==> src/rtl/ctrl_pkg.sv <==
// Shared types and encodings for the multicycle RV32I control FSM.
// The TRAP state exists only when MULTICYCLE_CTRL_TRAP_EN is defined.
package ctrl_pkg;

    typedef enum logic [3:0] {
        S_FETCH, S_DECODE, S_MEMADR, S_MEMREAD, S_MEMWB, S_MEMWRITE,
        S_EXECUTER, S_EXECUTEI, S_JAL, S_ALUWB, S_BEQ
`ifdef MULTICYCLE_CTRL_TRAP_EN
        , S_TRAP
`endif
    } state_t;

    localparam logic [6:0] OP_LOAD  = 7'b0000011;
    localparam logic [6:0] OP_STORE = 7'b0100011;
    localparam logic [6:0] OP_RTYPE = 7'b0110011;
    localparam logic [6:0] OP_ITYPE = 7'b0010011;
    localparam logic [6:0] OP_JAL   = 7'b1101111;
    localparam logic [6:0] OP_BEQ   = 7'b1100011;

    localparam logic [1:0] IMM_I = 2'b00, IMM_S = 2'b01, IMM_B = 2'b10, IMM_J = 2'b11;

    localparam logic [2:0] ALU_ADD = 3'b000, ALU_SUB = 3'b001, ALU_AND = 3'b010,
                           ALU_OR  = 3'b011, ALU_SLT = 3'b101;

    localparam logic [1:0] ALUOP_ADD = 2'b00, ALUOP_SUB = 2'b01, ALUOP_FUNCT = 2'b10;

    localparam logic [1:0] RES_ALUOUT = 2'b00, RES_DATA = 2'b01, RES_ALURESULT = 2'b10;

    localparam logic [1:0] SRCA_PC = 2'b00, SRCA_OLDPC = 2'b01, SRCA_RS1 = 2'b10;
    localparam logic [1:0] SRCB_RS2 = 2'b00, SRCB_IMM = 2'b01, SRCB_FOUR = 2'b10;

    function automatic logic [1:0] imm_src(input logic [6:0] op);
        case (op)
            OP_STORE: return IMM_S;
            OP_BEQ:   return IMM_B;
            OP_JAL:   return IMM_J;
            default:  return IMM_I;
        endcase
    endfunction

endpackage

==> src/rtl/multicycle_ctrl_alu_dec.sv <==
// ALU decoder: ALUOp plus funct fields to ALUControl.
import ctrl_pkg::*;

module alu_dec (
    input  logic [1:0] aluop,
    input  logic [2:0] funct3,
    input  logic       op5,
    input  logic       funct7,
    output logic [2:0] alucontrol
);
    always_comb begin
        alucontrol = ALU_ADD;
        case (aluop)
            ALUOP_SUB: alucontrol = ALU_SUB;
            ALUOP_FUNCT: begin
                case (funct3)
                    3'b000:  alucontrol = (op5 & funct7) ? ALU_SUB : ALU_ADD;
                    3'b010:  alucontrol = ALU_SLT;
                    3'b110:  alucontrol = ALU_OR;
                    3'b111:  alucontrol = ALU_AND;
                    default: alucontrol = ALU_ADD;
                endcase
            end
            default: alucontrol = ALU_ADD;
        endcase
    end
endmodule

==> src/rtl/multicycle_ctrl.sv <==
// Multicycle RV32I control FSM with memory handshake and wait timeout.
// Define MULTICYCLE_CTRL_TRAP_EN to trap on illegal opcodes instead of skipping them.
import ctrl_pkg::*;

module multicycle_ctrl #(
    parameter int TIMEOUT_CYCLES = 16
) (
    input  logic       clk,
    input  logic       rst,
    input  logic [6:0] op,
    input  logic [2:0] funct3,
    input  logic       funct7,
    input  logic       Zero,
    input  logic       mem_ready,
    output logic       mem_req,
    output logic       PCWrite,
    output logic       AdrSrc,
    output logic       MemWrite,
    output logic       IRWrite,
    output logic       RegWrite,
    output logic [1:0] ResultSrc,
    output logic [1:0] ALUSrcA,
    output logic [1:0] ALUSrcB,
    output logic [1:0] ImmSrc,
    output logic [2:0] ALUControl,
    output logic       mem_timeout,
    output logic       illegal_instr
);
    localparam int CW = (TIMEOUT_CYCLES > 1) ? $clog2(TIMEOUT_CYCLES) : 1;

    state_t        state, state_nxt;
    logic [CW-1:0] wcnt;
    logic          waiting, timeout;
    logic          pcupdate, branch;
    logic [1:0]    aluop;
    logic [2:0]    alu_ctl;

    assign waiting = (state == S_FETCH || state == S_MEMREAD || state == S_MEMWRITE) && !mem_ready;
    assign timeout = waiting && (TIMEOUT_CYCLES != 0) && (int'(wcnt) == TIMEOUT_CYCLES - 1);

    always_ff @(posedge clk or posedge rst) begin
        if (rst) begin
            state <= S_FETCH;
            wcnt  <= '0;
        end else begin
            state <= state_nxt;
            if (state_nxt != state || timeout)
                wcnt <= '0;
            else if (waiting && TIMEOUT_CYCLES != 0)
                wcnt <= wcnt + 1'b1;
        end
    end

`ifdef MULTICYCLE_CTRL_TRAP_EN
    logic ill_q;
    always_ff @(posedge clk or posedge rst) begin
        if (rst)                     ill_q <= 1'b0;
        else if (state_nxt == S_TRAP) ill_q <= 1'b1;
    end
    assign illegal_instr = ill_q & ~rst;
`else
    assign illegal_instr = 1'b0;
`endif

    alu_dec u_alu_dec (
        .aluop      (aluop),
        .funct3     (funct3),
        .op5        (op[5]),
        .funct7     (funct7),
        .alucontrol (alu_ctl)
    );
    assign ALUControl = rst ? ALU_ADD : alu_ctl;

    always_comb begin
        state_nxt   = state;
        mem_req     = 1'b0;
        AdrSrc      = 1'b0;
        MemWrite    = 1'b0;
        IRWrite     = 1'b0;
        RegWrite    = 1'b0;
        ResultSrc   = RES_ALUOUT;
        ALUSrcA     = SRCA_PC;
        ALUSrcB     = SRCB_RS2;
        aluop       = ALUOP_ADD;
        pcupdate    = 1'b0;
        branch      = 1'b0;
        mem_timeout = 1'b0;
        ImmSrc      = imm_src(op);
        case (state)
            S_FETCH: begin
                mem_req   = 1'b1;
                ALUSrcB   = SRCB_FOUR;
                ResultSrc = RES_ALURESULT;
                if (mem_ready) begin
                    IRWrite   = 1'b1;
                    pcupdate  = 1'b1;
                    state_nxt = S_DECODE;
                end
            end
            S_DECODE: begin
                ALUSrcA = SRCA_OLDPC;
                ALUSrcB = SRCB_IMM;
                case (op)
                    OP_LOAD, OP_STORE: state_nxt = S_MEMADR;
                    OP_RTYPE:          state_nxt = S_EXECUTER;
                    OP_ITYPE:          state_nxt = S_EXECUTEI;
                    OP_JAL:            state_nxt = S_JAL;
                    OP_BEQ:            state_nxt = S_BEQ;
`ifdef MULTICYCLE_CTRL_TRAP_EN
                    default:           state_nxt = S_TRAP;
`else
                    default:           state_nxt = S_FETCH;
`endif
                endcase
            end
            S_MEMADR: begin
                ALUSrcA   = SRCA_RS1;
                ALUSrcB   = SRCB_IMM;
                state_nxt = op[5] ? S_MEMWRITE : S_MEMREAD;
            end
            S_MEMREAD: begin
                mem_req = 1'b1;
                AdrSrc  = 1'b1;
                if (mem_ready) state_nxt = S_MEMWB;
            end
            S_MEMWB: begin
                ResultSrc = RES_DATA;
                RegWrite  = 1'b1;
                state_nxt = S_FETCH;
            end
            S_MEMWRITE: begin
                mem_req  = 1'b1;
                AdrSrc   = 1'b1;
                MemWrite = 1'b1;
                if (mem_ready) state_nxt = S_FETCH;
            end
            S_EXECUTER: begin
                ALUSrcA   = SRCA_RS1;
                aluop     = ALUOP_FUNCT;
                state_nxt = S_ALUWB;
            end
            S_EXECUTEI: begin
                ALUSrcA   = SRCA_RS1;
                ALUSrcB   = SRCB_IMM;
                aluop     = ALUOP_FUNCT;
                state_nxt = S_ALUWB;
            end
            S_JAL: begin
                ALUSrcA   = SRCA_OLDPC;
                ALUSrcB   = SRCB_FOUR;
                pcupdate  = 1'b1;
                state_nxt = S_ALUWB;
            end
            S_ALUWB: begin
                RegWrite  = 1'b1;
                state_nxt = S_FETCH;
            end
            S_BEQ: begin
                ALUSrcA   = SRCA_RS1;
                aluop     = ALUOP_SUB;
                branch    = 1'b1;
                state_nxt = S_FETCH;
            end
`ifdef MULTICYCLE_CTRL_TRAP_EN
            S_TRAP: state_nxt = S_TRAP;
`endif
            default: state_nxt = S_FETCH;
        endcase

        // An aborted access commits nothing; MemWrite is deliberately left as-is.
        if (timeout) begin
            mem_timeout = 1'b1;
            IRWrite     = 1'b0;
            RegWrite    = 1'b0;
            pcupdate    = 1'b0;
            branch      = 1'b0;
            state_nxt   = S_FETCH;
        end
        PCWrite = pcupdate | (branch & Zero);

        if (rst) begin
            mem_req     = 1'b0;
            PCWrite     = 1'b0;
            AdrSrc      = 1'b0;
            MemWrite    = 1'b0;
            IRWrite     = 1'b0;
            RegWrite    = 1'b0;
            ResultSrc   = 2'b00;
            ALUSrcA     = 2'b00;
            ALUSrcB     = 2'b00;
            ImmSrc      = 2'b00;
            mem_timeout = 1'b0;
        end
    end
endmodule
==> config.mk <==
export PLATFORM = sky130hd
export DESIGN_NAME = multicycle_ctrl
export DESIGN_NICKNAME = d
export VERILOG_FILES = /design/src/rtl/ctrl_pkg.sv /design/src/rtl/multicycle_ctrl_alu_dec.sv /design/src/rtl/multicycle_ctrl.sv
export SDC_FILE = /design/constraint.sdc
export NUM_CORES = 1
export LEC_CHECK = 0
export CAP_MARGIN = 20
export CORE_UTILIZATION = 43
export CTS_BUF_LIST = sky130_fd_sc_hd__clkbuf_16
export DETAILED_ROUTE_END_ITERATION = 10
export PLACE_DENSITY = 0.79
export SLEW_MARGIN = 20
export SYNTH_ARGS = -nofsm -noshare
export SYNTH_HDL_FRONTEND = slang
export SYNTH_SLANG_ARGS = --single-unit
==> constraint.sdc <==
create_clock -name clk -period 2.29 [get_ports clk]
set_input_delay 0.5725 -clock clk [delete_from_list [all_inputs] [get_ports clk]]
set_output_delay 0.5725 -clock clk [all_outputs]
set_load 0.02 [all_outputs]
# After elaboration in Yosys (flattened, before gate mapping)
# Cells that the tools add are included.
# totals
regBits,8
in_bits,15
word_cells,90
# classes
n_reduce_logical,19
n_mux,42
bitwise_logic,3
add_sub_neg,1
eq_ne,23
# ops
cell,n
$mux 4,6
$pmux 4 s6,1
$mux 1,20
$pmux 4 s5,1
$eq 4x3->1 const B,4
$pmux 2 s2,4
$eq 7x6->1 const B,2
$eq 7x7->1 const B,2
$eq 4x4->1 const B,3
$pmux 3 s4,1
$reduce_or 2->1,6
$reduce_or 3->1,3
$eq 4x1->1 const B,2
$eq 4x2->1 const B,2
$mux 2,4
$eq 7x2->1 const B,1
$eq 7x5->1 const B,1
$eq 3x3->1 const B,2
$mux 3,2
$pmux 2 s3,1
$pmux 3 s2,1
$add 4x1->4 const B,1
$logic_not 4->1,1
$ne 4x4->1,1
other kinds (12),16

# Longest topological paths before layout
# logic_depth
ltp_word,9
depth_mapped,8

# Cells and area by module
# A second synthesis with hierarchy kept.
# hier_totals
cells_unflattened,128
hier_area_um2,982.2
# modules_own_cells
module,n_inst,area_per_inst_um2,cells_per_inst
multicycle_ctrl,1,885.8,117
alu_dec,1,96.3,11

# Worst setup path before layout
# No wires, ideal clock.
# synth_path
path_kind,input -> output
startpoint,input port rst
endpoint,output port IRWrite
setup_slack_ns,-0.173
arrival_time_ns,1.890
stages,3
cell_sequence,or2_2 > nor4_1 > and2_1
# synth_via
elab_chain_cells,1
# synth_rtl
element,line,text
from (decl),multicycle_ctrl.sv:9,"input logic rst,"
$mux 1,multicycle_ctrl.sv:181,if (rst) begin
to (decl),multicycle_ctrl.sv:19,"output logic IRWrite,"
# Every way passes these cells.

# Worst setup path after layout
# layout_path
startpoint,register state[1]
endpoint,output port mem_req
# layout_via
elab_chain_cells,4
# layout_rtl
element,line,text
from (decl),multicycle_ctrl.sv:31,"state_t state, state_nxt;"
from (signal assigned),multicycle_ctrl.sv:46,state <= state_nxt;
$eq 4x2->1 (tied with other cells),multicycle_ctrl.sv:89,case (state)
$reduce_or 3->1 (no line) (*),--,
$mux 1 (*),multicycle_ctrl.sv:89,
$mux 1 (*),multicycle_ctrl.sv:181,
to (decl),multicycle_ctrl.sv:15,"output logic mem_req,"
# Every way passes the cells marked *; elsewhere a longest branch is shown, timed or not.

==> impl_metrics.prom <==
# TYPE chip_impl_metric gauge
chip_impl_info{name="outcome",value="finished clean"} 1
chip_impl_metric{name="mappedNetlistNets",unit=""} 132
chip_impl_metric{name="die_x",unit="um"} 46.5
chip_impl_info{name="start_kind",value="register"} 1
chip_impl_metric{name="synth_enable_flop_cells",unit=""} 0
chip_impl_info{name="unrepaired_setup_endpoints_after_global_routing",value="yes"} 1
chip_impl_metric{name="groute.usage.overall",unit="%"} 29.8
chip_impl_metric{name="grt_util_met1",unit="%"} 39.1
chip_impl_metric{name="dpl_cell_area",unit="sq mm"} 0.00135
chip_impl_metric{name="number_of_clock_sinks",unit=""} 8
chip_impl_metric{name="synth-async-reset-ratio",unit="%"} 100
chip_impl_info{name="root_cell_of_the_clock_tree",value="sky130_fd_sc_hd__clkbuf_16"} 1
chip_impl_info{name="hold_path_class",value="register to register"} 1
chip_impl_info{name="critical_path.cell_chain",value="buf_4 -> buf_6 -> xnor2_2 -> mux2_4 -> buf_4 -> nor2_1 -> buf_4"} 1
chip_impl_info{name="critPathKind",value="register to primary output"} 1
chip_impl_metric{name="drcViolationCount",unit=""} 0
chip_impl_metric{name="final_net_count",unit=""} 186
chip_impl_info{name="yosys_most_used_dff",value="sky130_fd_sc_hd__dfrtp_1"} 1
chip_impl_metric{name="setup_viol_count_final",unit=""} 0
chip_impl_metric{name="synth_seq_cells",unit=""} 8
chip_impl_metric{name="worst_ep_arrival_time",unit="ns"} 1.71
chip_impl_metric{name="post_drt_wl_per_cell",unit="um"} 15.8
chip_impl_metric{name="port_buffers",unit=""} 32
chip_impl_metric{name="initial_core_util",unit="%"} 47.7
chip_impl_metric{name="final_antenna_net_count",unit=""} 0
chip_impl_metric{name="power_per_cell_area",unit="mW/mm^2"} 454
chip_impl_metric{name="cpPeakStageDelay",unit="ns"} 0.38
chip_impl_metric{name="clk_path_buf_depth",unit=""} 2
chip_impl_metric{name="yosysWarnings",unit=""} 0
chip_impl_metric{name="num_io_pins",unit=""} 34
chip_impl_metric{name="grt_pass1_wl",unit="um"} 4620
chip_impl_metric{name="first_global_vias",unit=""} 1017
chip_impl_info{name="crit_path_top_delay_cell",value="sky130_fd_sc_hd__dfrtp_1"} 1
chip_impl_metric{name="drt_pass1_iterations",unit=""} 4
chip_impl_metric{name="grt_use_met2",unit="%"} 49.7
chip_impl_metric{name="final.hold.worst_slack",unit="ns"} 0.481
chip_impl_metric{name="final_hpwl_from_detailed_placement",unit="um"} 2050
chip_impl_metric{name="tritoncts.num_buffers",unit=""} 3
chip_impl_metric{name="htreeDepth",unit=""} 1
chip_impl_metric{name="final_util",unit="%"} 83.6
chip_impl_metric{name="detail_route.iter0.violations",unit=""} 29
chip_impl_metric{name="clkLatencyLatePin",unit="ns"} 0.23
chip_impl_metric{name="critical_path_required",unit="ns"} 1.72
chip_impl_metric{name="synthesis.area",unit="sq um"} 851
chip_impl_metric{name="met3_usage",unit="%"} 2.75
chip_impl_metric{name="routabilityCongestion",unit=""} 0.825
chip_impl_metric{name="final_layout_size_suffix_gt1_share",unit="%"} 41.6
chip_impl_metric{name="critPathBufInv",unit=""} 4
chip_impl_metric{name="netlist-cell-type-count",unit=""} 46
chip_impl_metric{name="crit_fanout",unit=""} 7
chip_impl_metric{name="finClkSkew",unit="ns"} 0.00117
chip_impl_metric{name="timing.max_cap.violations",unit=""} 0
chip_impl_metric{name="final_min_period_over_clock_period",unit="%"} 99.9
chip_impl_metric{name="postRouteWirelength",unit="um"} 3030
chip_impl_metric{name="final-hold-violation-count",unit=""} 0
chip_impl_info{name="critical_path.top_delay_family",value="buffers and inverters"} 1
chip_impl_metric{name="area.growth.synth_to_final",unit="%"} 75.1
chip_impl_info{name="setup.worst_path.end_class",value="primary output"} 1
chip_impl_info{name="cts_tree",value="yes"} 1
chip_impl_metric{name="vdd_ir_drop_max",unit="mV"} 0.487
chip_impl_metric{name="total_leakage_power",unit="nW"} 0.685
chip_impl_metric{name="clock_transition_at_the_register_clock_pins_on_the_worst_setup_and_hold_paths_after_cts",unit="ns"} 0.04
chip_impl_info{name="global_route.peak_usage_layer",value="met2"} 1
chip_impl_metric{name="timing.final.max_slew_violations",unit=""} 0
chip_impl_metric{name="synth_sequential_area_ratio",unit="%"} 23.5
chip_impl_metric{name="post_synth.cell_area_avg",unit="sq um"} 7.46
chip_impl_metric{name="largest_net_degree_at_the_start_of_global_routing",unit=""} 21
chip_impl_metric{name="netlist_instances",unit=""} 114
chip_impl_metric{name="core_area",unit="sq mm"} 0.00178
chip_impl_metric{name="grt_overflow",unit=""} 0
chip_impl_info{name="critPathMostFrequentCell",value="sky130_fd_sc_hd__buf_4"} 1
chip_impl_metric{name="finish.instance_area",unit="sq mm"} 0.00149
chip_impl_metric{name="antenna_cells_inserted",unit=""} 0
chip_impl_metric{name="achievable-frequency",unit="MHz"} 437
chip_impl_metric{name="nFillCells",unit=""} 97
chip_impl_metric{name="design.die.area",unit="sq mm"} 0.00216
chip_impl_metric{name="route.vias.total",unit=""} 1094
chip_impl_metric{name="finalCriticalPeriod",unit="ns"} 2.29
chip_impl_metric{name="route.detailed.vias_per_inst",unit=""} 5.73
chip_impl_metric{name="floorplan.rows",unit=""} 15
chip_impl_metric{name="number_of_antenna_violations_at_the_first_check_in_global_routing",unit=""} 0
chip_impl_metric{name="dieHeight",unit="um"} 46.5
## path summary, 6_finish.rpt
path / from / end / slack, ns / cells after the start
setup / recovery: state[1] / mem_req / 0.003 / 7
setup reg to reg: state[1] / wcnt[3] / 0.15 / 8
min in group asynchronous: rst / wcnt[2] / 0.60 / 4
hold reg to reg: wcnt[0] / wcnt[0] / 0.48 / 1
max in group asynchronous: rst / state[2] / 1.55 / 4
hold / removal: wcnt[0] / wcnt[0] / 0.48 / 1
## power breakdown
part / switching [W] / total (W) / internal, W
Sequential: 0.00000634 / 0.000157 / 0.000150
Clock: 0.0000661 / 0.000291 / 0.000225
Combinational: 0.000118 / 0.000228 / 0.000110
Total: 0.000191 / 0.000676 / 0.000485
## per-stage QoR
step           instances  total power, W  setup WS, ns  TNS, ns
4_1_cts              191        0.000673       -0.0309  -0.0489
6_report             191        0.000676       0.00262        0
3_3_place_gp         187        0.000364        -0.494    -7.08
2_1_floorplan        114        0.000270       0.00122        0
3_5_place_dp         187        0.000372        -0.512    -7.30
5_1_grt              191        0.000700       -0.0262  -0.0665
## worst reg2reg max path, cell delays in order, from the launching register on
cell	delay, ns
sky130_fd_sc_hd__dfrtp_1	0.38
sky130_fd_sc_hd__buf_4	0.16
sky130_fd_sc_hd__buf_6	0.14
sky130_fd_sc_hd__xnor2_2	0.14
sky130_fd_sc_hd__mux2_4	0.28
sky130_fd_sc_hd__buf_4	0.14
sky130_fd_sc_hd__buf_4	0.14
sky130_fd_sc_hd__or4_1	0.50
sky130_fd_sc_hd__a21oi_1	0.17
## flip-flops by register name, indices dropped and copies added, names as in the netlist
signal,cells
state,4
wcnt,4
## layer usage
metal  part of all wire (%)  routed length [um]
met1                     41                1240
met5                      0                   0
met2                     51                1540
met3                    4.7                 142
met4                    3.5                 106
## synth_stat cells (3+ instances only)
library cell | n | area [sq um]
sky130_fd_sc_hd__a21oi_1 | 6 | 30.0
sky130_fd_sc_hd__clkbuf_1 | 5 | 18.8
sky130_fd_sc_hd__dfrtp_1 | 8 | 200
sky130_fd_sc_hd__ha_1 | 3 | 37.5
sky130_fd_sc_hd__inv_1 | 8 | 30.0
sky130_fd_sc_hd__nand2_1 | 7 | 26.3
sky130_fd_sc_hd__nand3_1 | 3 | 15.0
sky130_fd_sc_hd__nor2_1 | 10 | 37.5
sky130_fd_sc_hd__nor3_1 | 7 | 35.0
sky130_fd_sc_hd__nor4_1 | 5 | 31.3
sky130_fd_sc_hd__nor4b_1 | 3 | 26.3
sky130_fd_sc_hd__o21ai_0 | 5 | 25.0
sky130_fd_sc_hd__xnor2_1 | 3 | 26.3
## placed cells by master (no fill, tap or decap), types with 2 or more instances in the layout
| cell | netlist | final |
|---|---|---|
| sky130_fd_sc_hd__buf_4 | 1 | 31 |
| sky130_fd_sc_hd__clkdlybuf4s50_1 | 0 | 9 |
| sky130_fd_sc_hd__buf_2 | 2 | 9 |
| sky130_fd_sc_hd__nor2_1 | 10 | 8 |
| sky130_fd_sc_hd__inv_1 | 8 | 8 |
| sky130_fd_sc_hd__dfrtp_1 | 8 | 7 |
| sky130_fd_sc_hd__a21oi_1 | 6 | 6 |
| sky130_fd_sc_hd__nand2_1 | 7 | 5 |
| sky130_fd_sc_hd__o21ai_0 | 5 | 5 |
| sky130_fd_sc_hd__nor3_1 | 7 | 5 |
| sky130_fd_sc_hd__dlymetal6s2s_1 | 0 | 4 |
| sky130_fd_sc_hd__nand3_1 | 3 | 3 |
| sky130_fd_sc_hd__nor4_1 | 5 | 3 |
| sky130_fd_sc_hd__clkbuf_16 | 0 | 3 |
| sky130_fd_sc_hd__buf_6 | 2 | 3 |
| sky130_fd_sc_hd__o31ai_1 | 2 | 2 |
| sky130_fd_sc_hd__or4_1 | 2 | 2 |
| sky130_fd_sc_hd__nand4b_1 | 2 | 2 |
| sky130_fd_sc_hd__nor2_4 | 0 | 2 |
| sky130_fd_sc_hd__nor4b_1 | 3 | 2 |
| sky130_fd_sc_hd__nand2_2 | 0 | 2 |
| sky130_fd_sc_hd__nor2b_1 | 2 | 2 |
| sky130_fd_sc_hd__xnor2_1 | 3 | 2 |
| sky130_fd_sc_hd__nor3_2 | 0 | 2 |
| sky130_fd_sc_hd__ha_1 | 3 | 2 |
| sky130_fd_sc_hd__clkdlybuf4s15_2 | 0 | 2 |
## logic make-up (layout without fill, tap and decap cells)
kind of cell / Yosys count / count (layout) / synth area share, %
buffers and inverters: 19 / 71 / 11.0
flip-flops: 8 / 8 / 23.5
AND/OR/NAND/NOR: 53 / 53 / 35.4
adder cells (fa/ha/maj): 3 / 3 / 4.41
AO/OA/AOI/OAI: 24 / 24 / 18.5
other: 1 / 1 / 0.441
multiplexers: 2 / 2 / 2.50
XOR/XNOR: 4 / 4 / 4.12
## area by class of cell
| type | count | area [sq um] | area share, % |
|---|---|---|---|
| Sequential cell | 8 | 201 | 13.5 |
| Clock buffer | 3 | 75.1 | 5.04 |
| Multi-Input combinational cell | 87 | 664 | 44.6 |
| Inverter | 8 | 30.0 | 2.02 |
| Tap cell | 25 | 31.3 | 2.10 |
| Timing Repair Buffer | 60 | 488 | 32.7 |
## timing repair
| item | in CTS | in global routing |
|---|---|---|
| gates resized for setup | 100 | 14 |
| buffers inserted | 1 | 0 |
| hold buffers | 0 | 0 |
| endpoints found under the setup margin | 18 | 15 |
| pin swaps | 1 | 4 |
(Power assumes the default switching activity.)
